## config.mk

```make
export PLATFORM = sky130hd
export DESIGN_NAME = dm_port_arbiter_flat
export DESIGN_NICKNAME = d
export VERILOG_FILES = /design/src/rtl/dm_port_arbiter_if.sv /design/src/rtl/dm_port_arbiter.sv /design/src/flat_wrapper.sv
export SDC_FILE = /design/constraint.sdc
export NUM_CORES = 1
export LEC_CHECK = 0
export ABC_AREA = 1
export CORE_UTILIZATION = 50
export CTS_BUF_LIST = sky130_fd_sc_hd__clkbuf_8
export DETAILED_ROUTE_END_ITERATION = 16
export DONT_BUFFER_PORTS = 1
export GPL_TIMING_DRIVEN = 1
export PLACE_DENSITY = 0.75
export SLEW_MARGIN = 20
export SYNTH_ARGS = -nofsm -noshare
export SYNTH_HDL_FRONTEND = slang
export SYNTH_SLANG_ARGS = --single-unit
```

## constraint.sdc

```tcl
create_clock -name clk -period 3.2 [get_ports clk]
set_input_delay 0.8 -clock clk [delete_from_list [all_inputs] [get_ports clk]]
set_output_delay 0.8 -clock clk [all_outputs]
set_load 0.005 [all_outputs]
```

## src/rtl/dm_port_arbiter_if.sv

```systemverilog
// Bus bundle between the core datapaths, the DM arbiter and the DM block.
// master: the arbiter side. slave: the cores and DM side.
interface dm_port_arbiter_if #(
   parameter int NUM_CORES = 4,
   parameter int ADDR_W    = 16,
   parameter int DATA_W    = 16,
   parameter int ID_W      = 2
);
   logic [NUM_CORES-1:0]        core_req;
   logic [NUM_CORES-1:0]        core_we;
   logic [NUM_CORES*ADDR_W-1:0] core_addr;
   logic [NUM_CORES*DATA_W-1:0] core_wdata;
   logic [NUM_CORES-1:0]        core_ack;
   logic [DATA_W-1:0]           core_rdata;
   logic                        mem_en;
   logic                        mem_we;
   logic [ADDR_W-1:0]           mem_addr;
   logic [DATA_W-1:0]           mem_wdata;
   logic [DATA_W-1:0]           mem_rdata;
   logic                        busy;
   logic [ID_W-1:0]             grant_id;

   modport master (
      input  core_req, core_we, core_addr, core_wdata, mem_rdata,
      output core_ack, core_rdata, mem_en, mem_we, mem_addr, mem_wdata,
             busy, grant_id
   );

   modport slave (
      output core_req, core_we, core_addr, core_wdata, mem_rdata,
      input  core_ack, core_rdata, mem_en, mem_we, mem_addr, mem_wdata,
             busy, grant_id
   );
endinterface

```

## src/rtl/dm_port_arbiter.sv

```systemverilog
// Round-robin arbiter sharing the single-port data memory between cores.
// One grant at a time: latch request, strobe DM once, return data, ack.
//
// state  | meaning
// IDLE   | no access in flight; pick round-robin winner from core_req
// ISSUE  | mem_en strobe with latched we/addr/wdata
// RDWAIT | DM read data arrives; captured into core_rdata at end of cycle
// DONE   | one-cycle core_ack pulse to the granted core; advance rr_ptr
module dm_port_arbiter #(
   parameter int NUM_CORES = 4,
   parameter int ADDR_W    = 16,
   parameter int DATA_W    = 16,
   parameter int ID_W      = 2
) (
   input  logic               clk,
   input  logic               rst,
   dm_port_arbiter_if.master  bus
);

   localparam logic [1:0] ST_IDLE   = 2'd0;
   localparam logic [1:0] ST_ISSUE  = 2'd1;
   localparam logic [1:0] ST_RDWAIT = 2'd2;
   localparam logic [1:0] ST_DONE   = 2'd3;

   logic [1:0]        state;
   logic [ID_W-1:0]   rr_ptr;
   logic [ID_W-1:0]   grant_id;
   logic              we_q;
   logic [ADDR_W-1:0] addr_q;
   logic [DATA_W-1:0] wdata_q;
   logic [DATA_W-1:0] rdata_q;

   logic              win_hit;
   logic [ID_W-1:0]   win_id;
   logic [ID_W-1:0]   scan_id;

   // Scan requests starting at rr_ptr; first asserted request wins.
   always_comb begin
      win_hit = 1'b0;
      win_id  = '0;
      scan_id = '0;
      for (int i = 0; i < NUM_CORES; i++) begin
         scan_id = ID_W'((int'(rr_ptr) + i) % NUM_CORES);
         if (!win_hit && bus.core_req[scan_id]) begin
            win_hit = 1'b1;
            win_id  = scan_id;
         end
      end
   end

   // Sequencer state, grant latches, round-robin pointer and read capture.
   always_ff @(posedge clk or posedge rst) begin
      if (rst) begin
         state    <= ST_IDLE;
         rr_ptr   <= '0;
         grant_id <= '0;
         we_q     <= 1'b0;
         addr_q   <= '0;
         wdata_q  <= '0;
         rdata_q  <= '0;
      end else begin
         case (state)
            ST_IDLE: begin
               if (win_hit) begin
                  grant_id <= win_id;
                  we_q     <= bus.core_we[win_id];
                  addr_q   <= bus.core_addr[win_id*ADDR_W +: ADDR_W];
                  wdata_q  <= bus.core_wdata[win_id*DATA_W +: DATA_W];
                  state    <= ST_ISSUE;
               end
            end
            ST_ISSUE: begin
               state <= we_q ? ST_DONE : ST_RDWAIT;
            end
            ST_RDWAIT: begin
               rdata_q <= bus.mem_rdata;
               state   <= ST_DONE;
            end
            ST_DONE: begin
               rr_ptr <= (grant_id == ID_W'(NUM_CORES - 1)) ? '0 : grant_id + 1'b1;
               state  <= ST_IDLE;
            end
            default: state <= ST_IDLE;
         endcase
      end
   end

   // Ack pulse decoded from the DONE state and the latched grant.
   always_comb begin
      bus.core_ack = '0;
      if (state == ST_DONE) bus.core_ack[grant_id] = 1'b1;
   end

   // DM port and status decoded from registered state only.
   assign bus.mem_en     = (state == ST_ISSUE);
   assign bus.mem_we     = (state == ST_ISSUE) && we_q;
   assign bus.mem_addr   = addr_q;
   assign bus.mem_wdata  = wdata_q;
   assign bus.core_rdata = rdata_q;
   assign bus.busy       = (state != ST_IDLE);
   assign bus.grant_id   = grant_id;

endmodule

```

## src/flat_wrapper.sv

```systemverilog
// flat-port wrapper written by rule: the top's interface ports become plain ports
module dm_port_arbiter_flat 
#(
   parameter int NUM_CORES = 4,
   parameter int ADDR_W    = 16,
   parameter int DATA_W    = 16,
   parameter int ID_W      = 2
)
  (clk, rst, bus_core_req, bus_core_we, bus_core_addr, bus_core_wdata, bus_mem_rdata, bus_core_ack, bus_core_rdata, bus_mem_en, bus_mem_we, bus_mem_addr, bus_mem_wdata, bus_busy, bus_grant_id);
  dm_port_arbiter_if #(.NUM_CORES(NUM_CORES), .ADDR_W(ADDR_W), .DATA_W(DATA_W), .ID_W(ID_W)) bus_i ();
  input  logic clk;
  input  logic rst;
  input wire logic [$bits(bus_i.core_req)-1:0] bus_core_req;
  input wire logic [$bits(bus_i.core_we)-1:0] bus_core_we;
  input wire logic [$bits(bus_i.core_addr)-1:0] bus_core_addr;
  input wire logic [$bits(bus_i.core_wdata)-1:0] bus_core_wdata;
  input wire logic [$bits(bus_i.mem_rdata)-1:0] bus_mem_rdata;
  output wire logic [$bits(bus_i.core_ack)-1:0] bus_core_ack;
  output wire logic [$bits(bus_i.core_rdata)-1:0] bus_core_rdata;
  output wire logic [$bits(bus_i.mem_en)-1:0] bus_mem_en;
  output wire logic [$bits(bus_i.mem_we)-1:0] bus_mem_we;
  output wire logic [$bits(bus_i.mem_addr)-1:0] bus_mem_addr;
  output wire logic [$bits(bus_i.mem_wdata)-1:0] bus_mem_wdata;
  output wire logic [$bits(bus_i.busy)-1:0] bus_busy;
  output wire logic [$bits(bus_i.grant_id)-1:0] bus_grant_id;
  assign bus_i.core_req = bus_core_req;
  assign bus_i.core_we = bus_core_we;
  assign bus_i.core_addr = bus_core_addr;
  assign bus_i.core_wdata = bus_core_wdata;
  assign bus_i.mem_rdata = bus_mem_rdata;
  assign bus_core_ack = bus_i.core_ack;
  assign bus_core_rdata = bus_i.core_rdata;
  assign bus_mem_en = bus_i.mem_en;
  assign bus_mem_we = bus_i.mem_we;
  assign bus_mem_addr = bus_i.mem_addr;
  assign bus_mem_wdata = bus_i.mem_wdata;
  assign bus_busy = bus_i.busy;
  assign bus_grant_id = bus_i.grant_id;
  dm_port_arbiter #(.NUM_CORES(NUM_CORES), .ADDR_W(ADDR_W), .DATA_W(DATA_W), .ID_W(ID_W)) u_core (.clk(clk), .rst(rst), .bus(bus_i));
endmodule
```

### Word-level counts from Yosys, hierarchy flattened

Cells that the tools add are included.

* register bits: 55
* logic and storage cells: 61

* shift-type cells: 2
* add/subtract/negate cells: 4
* equal/unequal tests: 5
* mux-type cells: 25
* magnitude comparators: 7
* reduce and logical (&&, ||, !) cells: 11

Operator list (count)
* $shiftx 64x7->16: 2
* $lt 2x3->1 const B: 6
* $mux 2: 6
* $mux 1: 11
* $bmux 1 s2: 5
* $pmux 2 s4: 1
* $eq 2x2->1 const B: 3
* $logic_and 1x1->1: 5
* $add 2x1->2 const B: 2
* $add 2x2->2 const B: 2
* $mux 4: 1
* $logic_not 1->1: 3
* $demux 1 s2: 1
* $eq 2x1->1 const B: 1
* $ge 2x1->1 const B: 1
* $logic_not 2->1: 1
* $ne 2x1->1 const B: 1
* $reduce_and 2->1: 1
* $reduce_bool 2->1: 1

### Logic depth before layout (Yosys ltp)

Gate-level depths: netlist of run 1.

* depth after elaboration: 14
* mapped depth: 15
* depth with buffers taken out: 14

### Least setup slack after synthesis of run 1

Ideal clock, no wire load.

* path type: input to register
* start point: in bus_core_req[3]
* end point: reg u_core.addr_q[10], in the netlist u_core.bus.mem_addr[10]
* cell stages on the path: 12
* setup slack: 1.154 ns
* setup time: 0.124 ns
* required time: 3.076 ns
* data arrival time: 1.922 ns
* cell sequence: inv_1 nand2_1 nand3_2 nand2_2 nor2_4 nand3_2 nand2_4 nand2_4 buf_6 or2_0 nand3_1 nand3_1

* word-level cells in the longest chain between the ends: 13
* elaborated cells between the ends (all ways): 24
* classes of those cells: shift (1); mux (16); reduce/logical (7)

Ends and longest elaborated chain
* start: declaration: RTL line flat_wrapper.sv:13 `input wire logic [$bits(bus_i.core_req)-1:0] bus_core_req;`
* $bmux 1 s2: RTL line dm_port_arbiter.sv:44 `if (!win_hit && bus.core_req[scan_id]) begin`
* $mux 1 (implied by the code): RTL line dm_port_arbiter.sv:44
* $mux 1: RTL line dm_port_arbiter.sv:44
* $logic_not 1->1: RTL line dm_port_arbiter.sv:44
* $logic_and 1x1->1: RTL line dm_port_arbiter.sv:44
* $mux 1: RTL line dm_port_arbiter.sv:44
* $logic_not 1->1: RTL line dm_port_arbiter.sv:44
* $logic_and 1x1->1: RTL line dm_port_arbiter.sv:44
* $mux 1: RTL line dm_port_arbiter.sv:44
* $logic_not 1->1: RTL line dm_port_arbiter.sv:44
* $logic_and 1x1->1: RTL line dm_port_arbiter.sv:44
* $mux 2 / $mux 1 (equally long branches): RTL line dm_port_arbiter.sv:44
* $shiftx 64x7->16 / $reduce_and 2->1 (equally long branches)
* end signal: assignment: RTL line dm_port_arbiter.sv:67 `addr_q <= bus.core_addr[win_id*ADDR_W +: ADDR_W];`
* end: declaration: RTL line dm_port_arbiter.sv:29 `logic [ADDR_W-1:0] addr_q;`

Several ways; a longest one is shown, not always the timed one. The select of a mux whose other input is x is not followed.
A chain may end at the register's enable or synchronous reset.

### Worst setup path after layout of run 1

* start point: reg u_core.rr_ptr[0]
* end point: reg u_core.addr_q[6], in the netlist u_core.bus.mem_addr[6]

* word-level cells in the longest chain between the ends: 13
* elaborated cells between the ends (all ways): 27
* classes of those cells: add/sub (3); shift (1); mux (16); reduce/logical (7)

Ends and longest elaborated chain
* start: declaration: RTL line dm_port_arbiter.sv:26 `logic [ID_W-1:0] rr_ptr;`
* start signal: assignment: RTL line dm_port_arbiter.sv:80 `rr_ptr <= (grant_id == ID_W'(NUM_CORES - 1)) ? '0 : grant_id + 1'b1;`
* parallel branches: the longest is 13 deep, another holds $add 2x1->2

Several ways; the timed one is not identified. The select of a mux whose other input is x is not followed.

==> flow_summary.toml, run 1 <==
[cts]
tritoncts = "done"
insertion_delay_ns = 0.31
post_cts.repair.setup_buffers = 0
path_clk_slew_ns = 0.11
ctsResizeCount = 0
cts_root_buf = "clkbuf_8"
h-tree-depth = 2
numCtsBuffers = 5
cts_hold_buf = 0
clockBufferDepth = 2
numClockSinks = 55

[run]
cap_violations = 0

[worst_setup_path]
worstPathArrival_ns = 2.96
crit_path_max_fanout = 22
crit_path_end_kind = "flip-flop"
endpoint = "u_core.bus.mem_addr[6]"
ff2ff_path_depth = 12
worst-setup-path-type = "reg2reg"
path_delay_family = "simple AND/OR/NAND/NOR gates"
path_buf_inv = 1
max_stage_delay_ns = 0.77
worst-r2r-setup-slack_ns = 0.48
cp-startpoint = "u_core.rr_ptr[0]"
cp-start-kind = "flip-flop"
r2r-start = "u_core.rr_ptr[0]"
crit_path_top_delay_cell = "nor2_2"
r2r-end = "u_core.bus.mem_addr[6]"
crit_cells = 12
path_cells = "inv_2 > nand2_1 > nand2_4 > nand2_2 > nand2_2 > nor2_4 > nand3_2 > nand3_1 > nand2_2 > nor2_2 > nand3_1 > nand3_1"
required_ns = 3.44

[floorplanning]
die_y_um = 90.9
row_count = 32
die_w_um = 90.9
core_area_um2 = 7690
start_util = 0.514
die_area_um2 = 8260
io-pin-count = 211

[global_route]
grt_max_degree = 58
grt_pass1_vias = 3381
grt_overflow_total = 0
grt_pass1_wl_um = 15500
grt.total_usage = 0.230
antenna_found_initial = 1

[sta]
slew_violations = 0
setup_viol = 0
finClkSkew_ns = 0.00806
worst_pin_slew_ns = 0.951
setup_ws_ns = 0.476
period_share = 0.851
fmax_mhz = 367
rsz0062_at_grt = "false"
final.setup.tns_ns = 0
relSlewSlack = 0.365
hold_viol_final = 0
layout_min_cycle_time_ns = 2.72

[drt]
met1_length_um = 3900
wl_met2_um = 4790
dr.pass1.iters = 6
first_iter_violations = 119
via_per_inst = 5.29
wirelength_um = 9490
ant_nets = 0
drc = 0
vias = 3521
wl_per_cell_um = 14.2
route.top_layer_used = "met4"
dr_wl_met3_um = 680

[synth]
ys_warn_count = 0
synth_cell_types = 26
synth_area_per_cell_um2 = 6.81
synth_cells = 580
synth_nets = 743
synth_ff_type = "dfrtp_1"
synth-edff-count = 0
yosysTopAreaCell = "dfrtp_1"
synth_area_um2 = 3950
ys_seq_elements = 55
synth_top_cell_area_share = 0.349
ys_top_cells_by_area = "dfrtp_1 35%, nand2_1 21%, nand3_1 11%"
async_reset_ff_frac = 1.00
seq_area_frac_synth = 0.349

[placed_design]
dpl_worst_slack_ns = 0.363
port_buffers = 0
hpwl_um = 7040
place_congestion = 0.858

[power]
power.density_nw_per_um2 = 1210
clock_power_share = 0.082
ir_worst_vdd_v = 0.000557
p_int_mw = 2.28
power.share.combinational = 0.630
p_sw_mw = 2.59
sw_frac_of_total = 0.532
p_leak_nw = 2.26
sequentialPowerShare = 0.288

[cells_and_area]
drive_gt1_frac = 0.0924
area_delta_synth_final_pct = 1.52
final_nets = 725

[hold_path]
worstHoldPathType = "reg2reg"

[run_status]
status = "complete, no violations"
## metal layers
metal | up-vias | global-route usage
met5 | - | 0
met4 | 0 | 0.0701
met3 | 12 | 0.0530
met2 | 174 | 0.419
met1 | 1606 | 0.266
li1 | 1729 | -
## cells in the final DEF, fill, tap and decap left out
| cell type | synthesis | routed |
|---|---|---|
| a21oi_1 | 2 | 2 |
| a31oi_1 | 1 | 1 |
| buf_12 | 0 | 1 |
| buf_4 | 10 | 3 |
| clkbuf_8 | 0 | 5 |
| clkinv_2 | 0 | 1 |
| clkinvlp_4 | 0 | 1 |
| dfrtp_1 | 55 | 55 |
| diode_2 | 0 | 1 |
| ha_1 | 9 | 9 |
| inv_1 | 93 | 92 |
| inv_2 | 6 | 7 |
| inv_8 | 0 | 1 |
| mux2_2 | 16 | 16 |
| nand2_1 | 218 | 218 |
| nand2_2 | 6 | 6 |
| nand2_4 | 3 | 3 |
| nand3_1 | 90 | 90 |
| nand3_2 | 3 | 3 |
| nand3b_1 | 11 | 11 |
| nand4_1 | 1 | 1 |
| nor2_1 | 3 | 3 |
| nor2_2 | 2 | 2 |
| nor2_4 | 2 | 2 |
| o21ai_0 | 6 | 6 |
| o21ai_1 | 1 | 1 |
| o21ai_2 | 1 | 1 |
| or2_0 | 22 | 22 |
## sequential cells by signal, summed over array words and instances (netlist names)
name	flops
u_core.bus.grant_id	2
u_core.state	2
u_core.bus.mem_addr	16
u_core.bus.mem_wdata	16
u_core.rr_ptr	2
u_core.we_q	1
u_core.bus.core_rdata	16
## power groups by stage
stage	registers, mW	logic (mW)	clock network (mW)
6_report	1.40	3.06	0.401
5_1_grt	1.44	3.54	0.440
4_1_cts	1.40	3.10	0.416
3_5_place_dp	1.41	3.09	0
3_3_place_gp	1.40	2.97	0
2_1_floorplan	1.29	2.79	0
## tightest hold or removal path, stage by stage (launching register included)
cell and delay [ns]:
dfrtp_1 0.39, nand2_1 0.06, nand2_1 0.06
## per-stage QoR
stage	instances	hold WS [ns]	instance area, µm²	power [mW]	util
2_1_floorplan	580	0.465	3950	4.09	-
3_3_place_gp	657	0.495	3910	4.37	0.509
3_5_place_dp	657	0.497	3910	4.50	0.509
4_1_cts	665	0.525	4010	4.92	0.521
5_1_grt	666	0.539	4010	5.43	0.521
6_report	666	0.529	4010	4.87	0.521
## layout make-up
class,count,area [µm²]
Fill cell,754,3680
Clock inverter,3,23.8
Clock buffer,5,68.8
Inverter,99,372
Tap cell,102,128
Multi-Input combinational cell,397,2000
Timing Repair Buffer,4,42.5
Antenna cell,1,2.50
Sequential cell,55,1380
## kinds of logic (layout without fill, tap and decap cells)
kind of cell | after synthesis | in the layout | share of synthesized area
AOI/OAI and AO/OA | 11 | 11 | 0.0152
buffers and inverters | 128 | 111 | 0.146
muxes | 16 | 16 | 0.0456
other | 0 | 1 | 0
adders and majority gates | 9 | 9 | 0.0285
and+or+nand+nor | 361 | 361 | 0.416
DFF | 55 | 55 | 0.349
## worst min-delay path by stage
stage                            startpoint                       to  slack (ns)  cells after the start
floorplan                       u_core.we_q              u_core.we_q        0.47                      2
global route        u_core.bus.mem_addr[12]  u_core.bus.mem_addr[12]        0.54                      2
detailed placement  u_core.bus.mem_addr[12]  u_core.bus.mem_addr[12]        0.50                      2
finish              u_core.bus.mem_addr[12]  u_core.bus.mem_addr[12]        0.53                      2
global placement    u_core.bus.mem_wdata[0]  u_core.bus.mem_wdata[0]        0.50                      2
CTS                 u_core.bus.mem_addr[12]  u_core.bus.mem_addr[12]        0.53                      2
## synthesized netlist by cell type, types with 2 or more instances
master    number
nor2_1         3
nand2_1      218
or2_0         22
nand3b_1      11
nand2_2        6
o21ai_0        6
nor2_2         2
nand3_2        3
buf_2         11
nand2_4        3
a21oi_1        2
nand3_1       90
ha_1           9
inv_2          6
buf_6          6
nor2_4         2
dfrtp_1       55
mux2_2        16
inv_1         93
buf_4         10
No activity file was read; power rests on OpenSTA's default activity.
==> run 2: changes to the inputs <==
--- a/config.mk
+++ b/config.mk
@@ -13,3 +13,3 @@
 export GPL_TIMING_DRIVEN = 1
-export PLACE_DENSITY = 0.75
+export PLACE_DENSITY = 0.78
 export SLEW_MARGIN = 20
==> constraint.sdc (replaced) <==
create_clock -name clk -period 2.25 [get_ports clk]
set_input_delay 0.5625 -clock clk [delete_from_list [all_inputs] [get_ports clk]]
set_output_delay 0.5625 -clock clk [all_outputs]
set_load 0.02 [all_outputs]
==> run 2 against run 1 <==
Setup slack worse by 0.31 ns; largest power group unchanged; non-clock buffer count increased by 16; cell area up 6.3%; register-to-register slack lost 0.31 ns; critical endpoint is now u_core.bus.mem_wdata[9]; hold slack got worse by 0.35 ns; critical path type unchanged; core utilization is 3.3 points higher; via count up 1.2%; sequential power is 77% higher.
==> flow_summary.toml, run 2 (same netlist as run 1, synthesis figures left out) <==
[placed_design]
place_congestion = 0.804
hpwl_um = 7360
place_area_um2 = 4010
port_buffers = 0
place_inst = 667

[floorplanning]
start_util = 0.514
io-pin-count = 211
die_area_um2 = 8260
core_area_um2 = 7690
die_w_um = 90.9
row_count = 32
die_y_um = 90.9

[run_status]
status = "complete, no violations"

[power]
power_mw = 8.46
p_leak_nw = 2.38
power.density_nw_per_um2 = 1980
ir_worst_vdd_v = 0.000985

[sta]
relSlewSlack = 0.618
hold_viol_final = 0
period_share = 0.928
layout_min_cycle_time_ns = 2.09
finClkSkew_ns = 0.00971
slew_violations = 0
setup_viol = 0
fmax_mhz = 479
worst_pin_slew_ns = 0.572
rsz0062_at_grt = "false"

[cts]
numCtsBuffers = 5
path_clk_slew_ns = 0.11
numClockSinks = 55
cts_root_buf = "clkbuf_8"
clockBufferDepth = 2
cts_hold_buf = 0
h-tree-depth = 2
tritoncts = "done"
insertion_delay_ns = 0.31

[worst_setup_path]
worstPathArrival_ns = 2.28
worst-setup-path-type = "reg2reg"
crit_path_end_kind = "flip-flop"
max_stage_delay_ns = 0.43
path_cells = "inv_2 > nand2_1 > nand3_2 > nand2_2 > nor2_4 > nand3_2 > buf_4 > nand2_4 > nand2_8 > buf_12 > or2_0 > nand3_1 > nand3_1"
crit_path_top_delay_cell = "dfrtp_1"
cp-start-kind = "flip-flop"
worst-r2r-setup-slack_ns = 0.16
required_ns = 2.44
crit_path_max_fanout = 12

[hold_path]
worstHoldPathType = "in2async"

[global_route]
antenna_found_initial = 0
grt_pass1_wl_um = 15700
busiest_layer = "met2"
met1_usage = 0.275
grt_pass1_vias = 3430
grt_overflow_total = 0
grt_use_met2 = 0.446
use_met3 = 0.0438
grt.total_usage = 0.238
grt_max_degree = 48

[drt]
vias = 3565
first_iter_violations = 108
wl_per_cell_um = 14.8
via_per_inst = 5.23
ant_nets = 0
dr.pass1.iters = 5
drc = 0
wirelength_um = 10100

[cells_and_area]
fin_cells = 682
final_area_um2 = 4260
area_delta_synth_final_pct = 7.92
drive_gt1_frac = 0.117
layout_commonest_cell = "nand2_1"
most-common-layout-cells = "218 x nand2_1, 93 x inv_1, 90 x nand3_1"
final_nets = 742
antenna_cells = 0

[run]
cap_violations = 0
==> run 2: changes by cell type in the layout (fill, tap and decap cells not counted), moves of 2 or more <==
cell	change
inv_4	+2
buf_12	+5
buf_4	+6
nor2_4	+2
clkbuf_16	+2
buf_6	+3
inv_2	-2
==> run 2: routing by layer <==
layer	vias up	wire length (µm)
li1	1759	-
met1	1640	4110
met3	10	594
met5	-	0
met4	0	121
met2	156	5260
==> run 2: through the flow <==
step	utilization	TNS [ns]	setup slack [ns]	hold WS (ns)
after floorplan	-	0	0.345	0.465
after global placement	0.522	-0.00540	-0.00540	0.522
after detailed placement	0.522	-1.61	-0.108	0.533
after CTS	0.536	0	0.0222	0.184
after global routing	0.554	0	0.0111	0.198
final	0.554	0	0.161	0.177
==> run 2: final cells by class <==
class / instances / area, µm²
Fill cell: 757 / 3430
Multi-Input combinational cell: 398 / 2020
Sequential cell: 55 / 1380
Inverter: 99 / 377
Timing Repair Buffer: 20 / 272
Tap cell: 102 / 128
Clock buffer: 5 / 68.8
Clock inverter: 3 / 20.0
==> run 2: worst paths after layout <==
check / cells after the start / end / start
min in group clk: 1 / u_core.bus.core_rdata[1] / bus_mem_rdata[1]
max in group asynchronous: 2 / u_core.bus.mem_addr[0] / rst
worst min register to register: 2 / u_core.we_q / u_core.we_q
worst max-delay path: 13 / u_core.bus.mem_wdata[9] / u_core.rr_ptr[0]
worst max register to register: 13 / u_core.bus.mem_wdata[9] / u_core.rr_ptr[0]
worst min-delay path: 1 / u_core.bus.mem_wdata[1] / rst
==> run 2: repair_timing <==
item / in CTS / in global routing
endpoints found under the setup margin: 22 / 33
cloned: 1 / 2
gates resized for setup: 2 / 7
setup buffers: 0 / 4
pin swaps: 1 / 4
==> run 2: worst max-delay path: cells and delay by family, from the launching register on <==
family | cells | cell delay [ns]
and+or+nand+nor | 10 | 1.09
buffers and inverters | 3 | 0.46
DFF | 1 | 0.43
==> run 2: power by group <==
| part | switching (mW) | internal [mW] | total [mW] |
|---|---|---|---|
| sequential | 0.965 | 1.52 | 2.48 |
| clock | 0.338 | 0.220 | 0.559 |
| combinational | 3.27 | 2.15 | 5.42 |
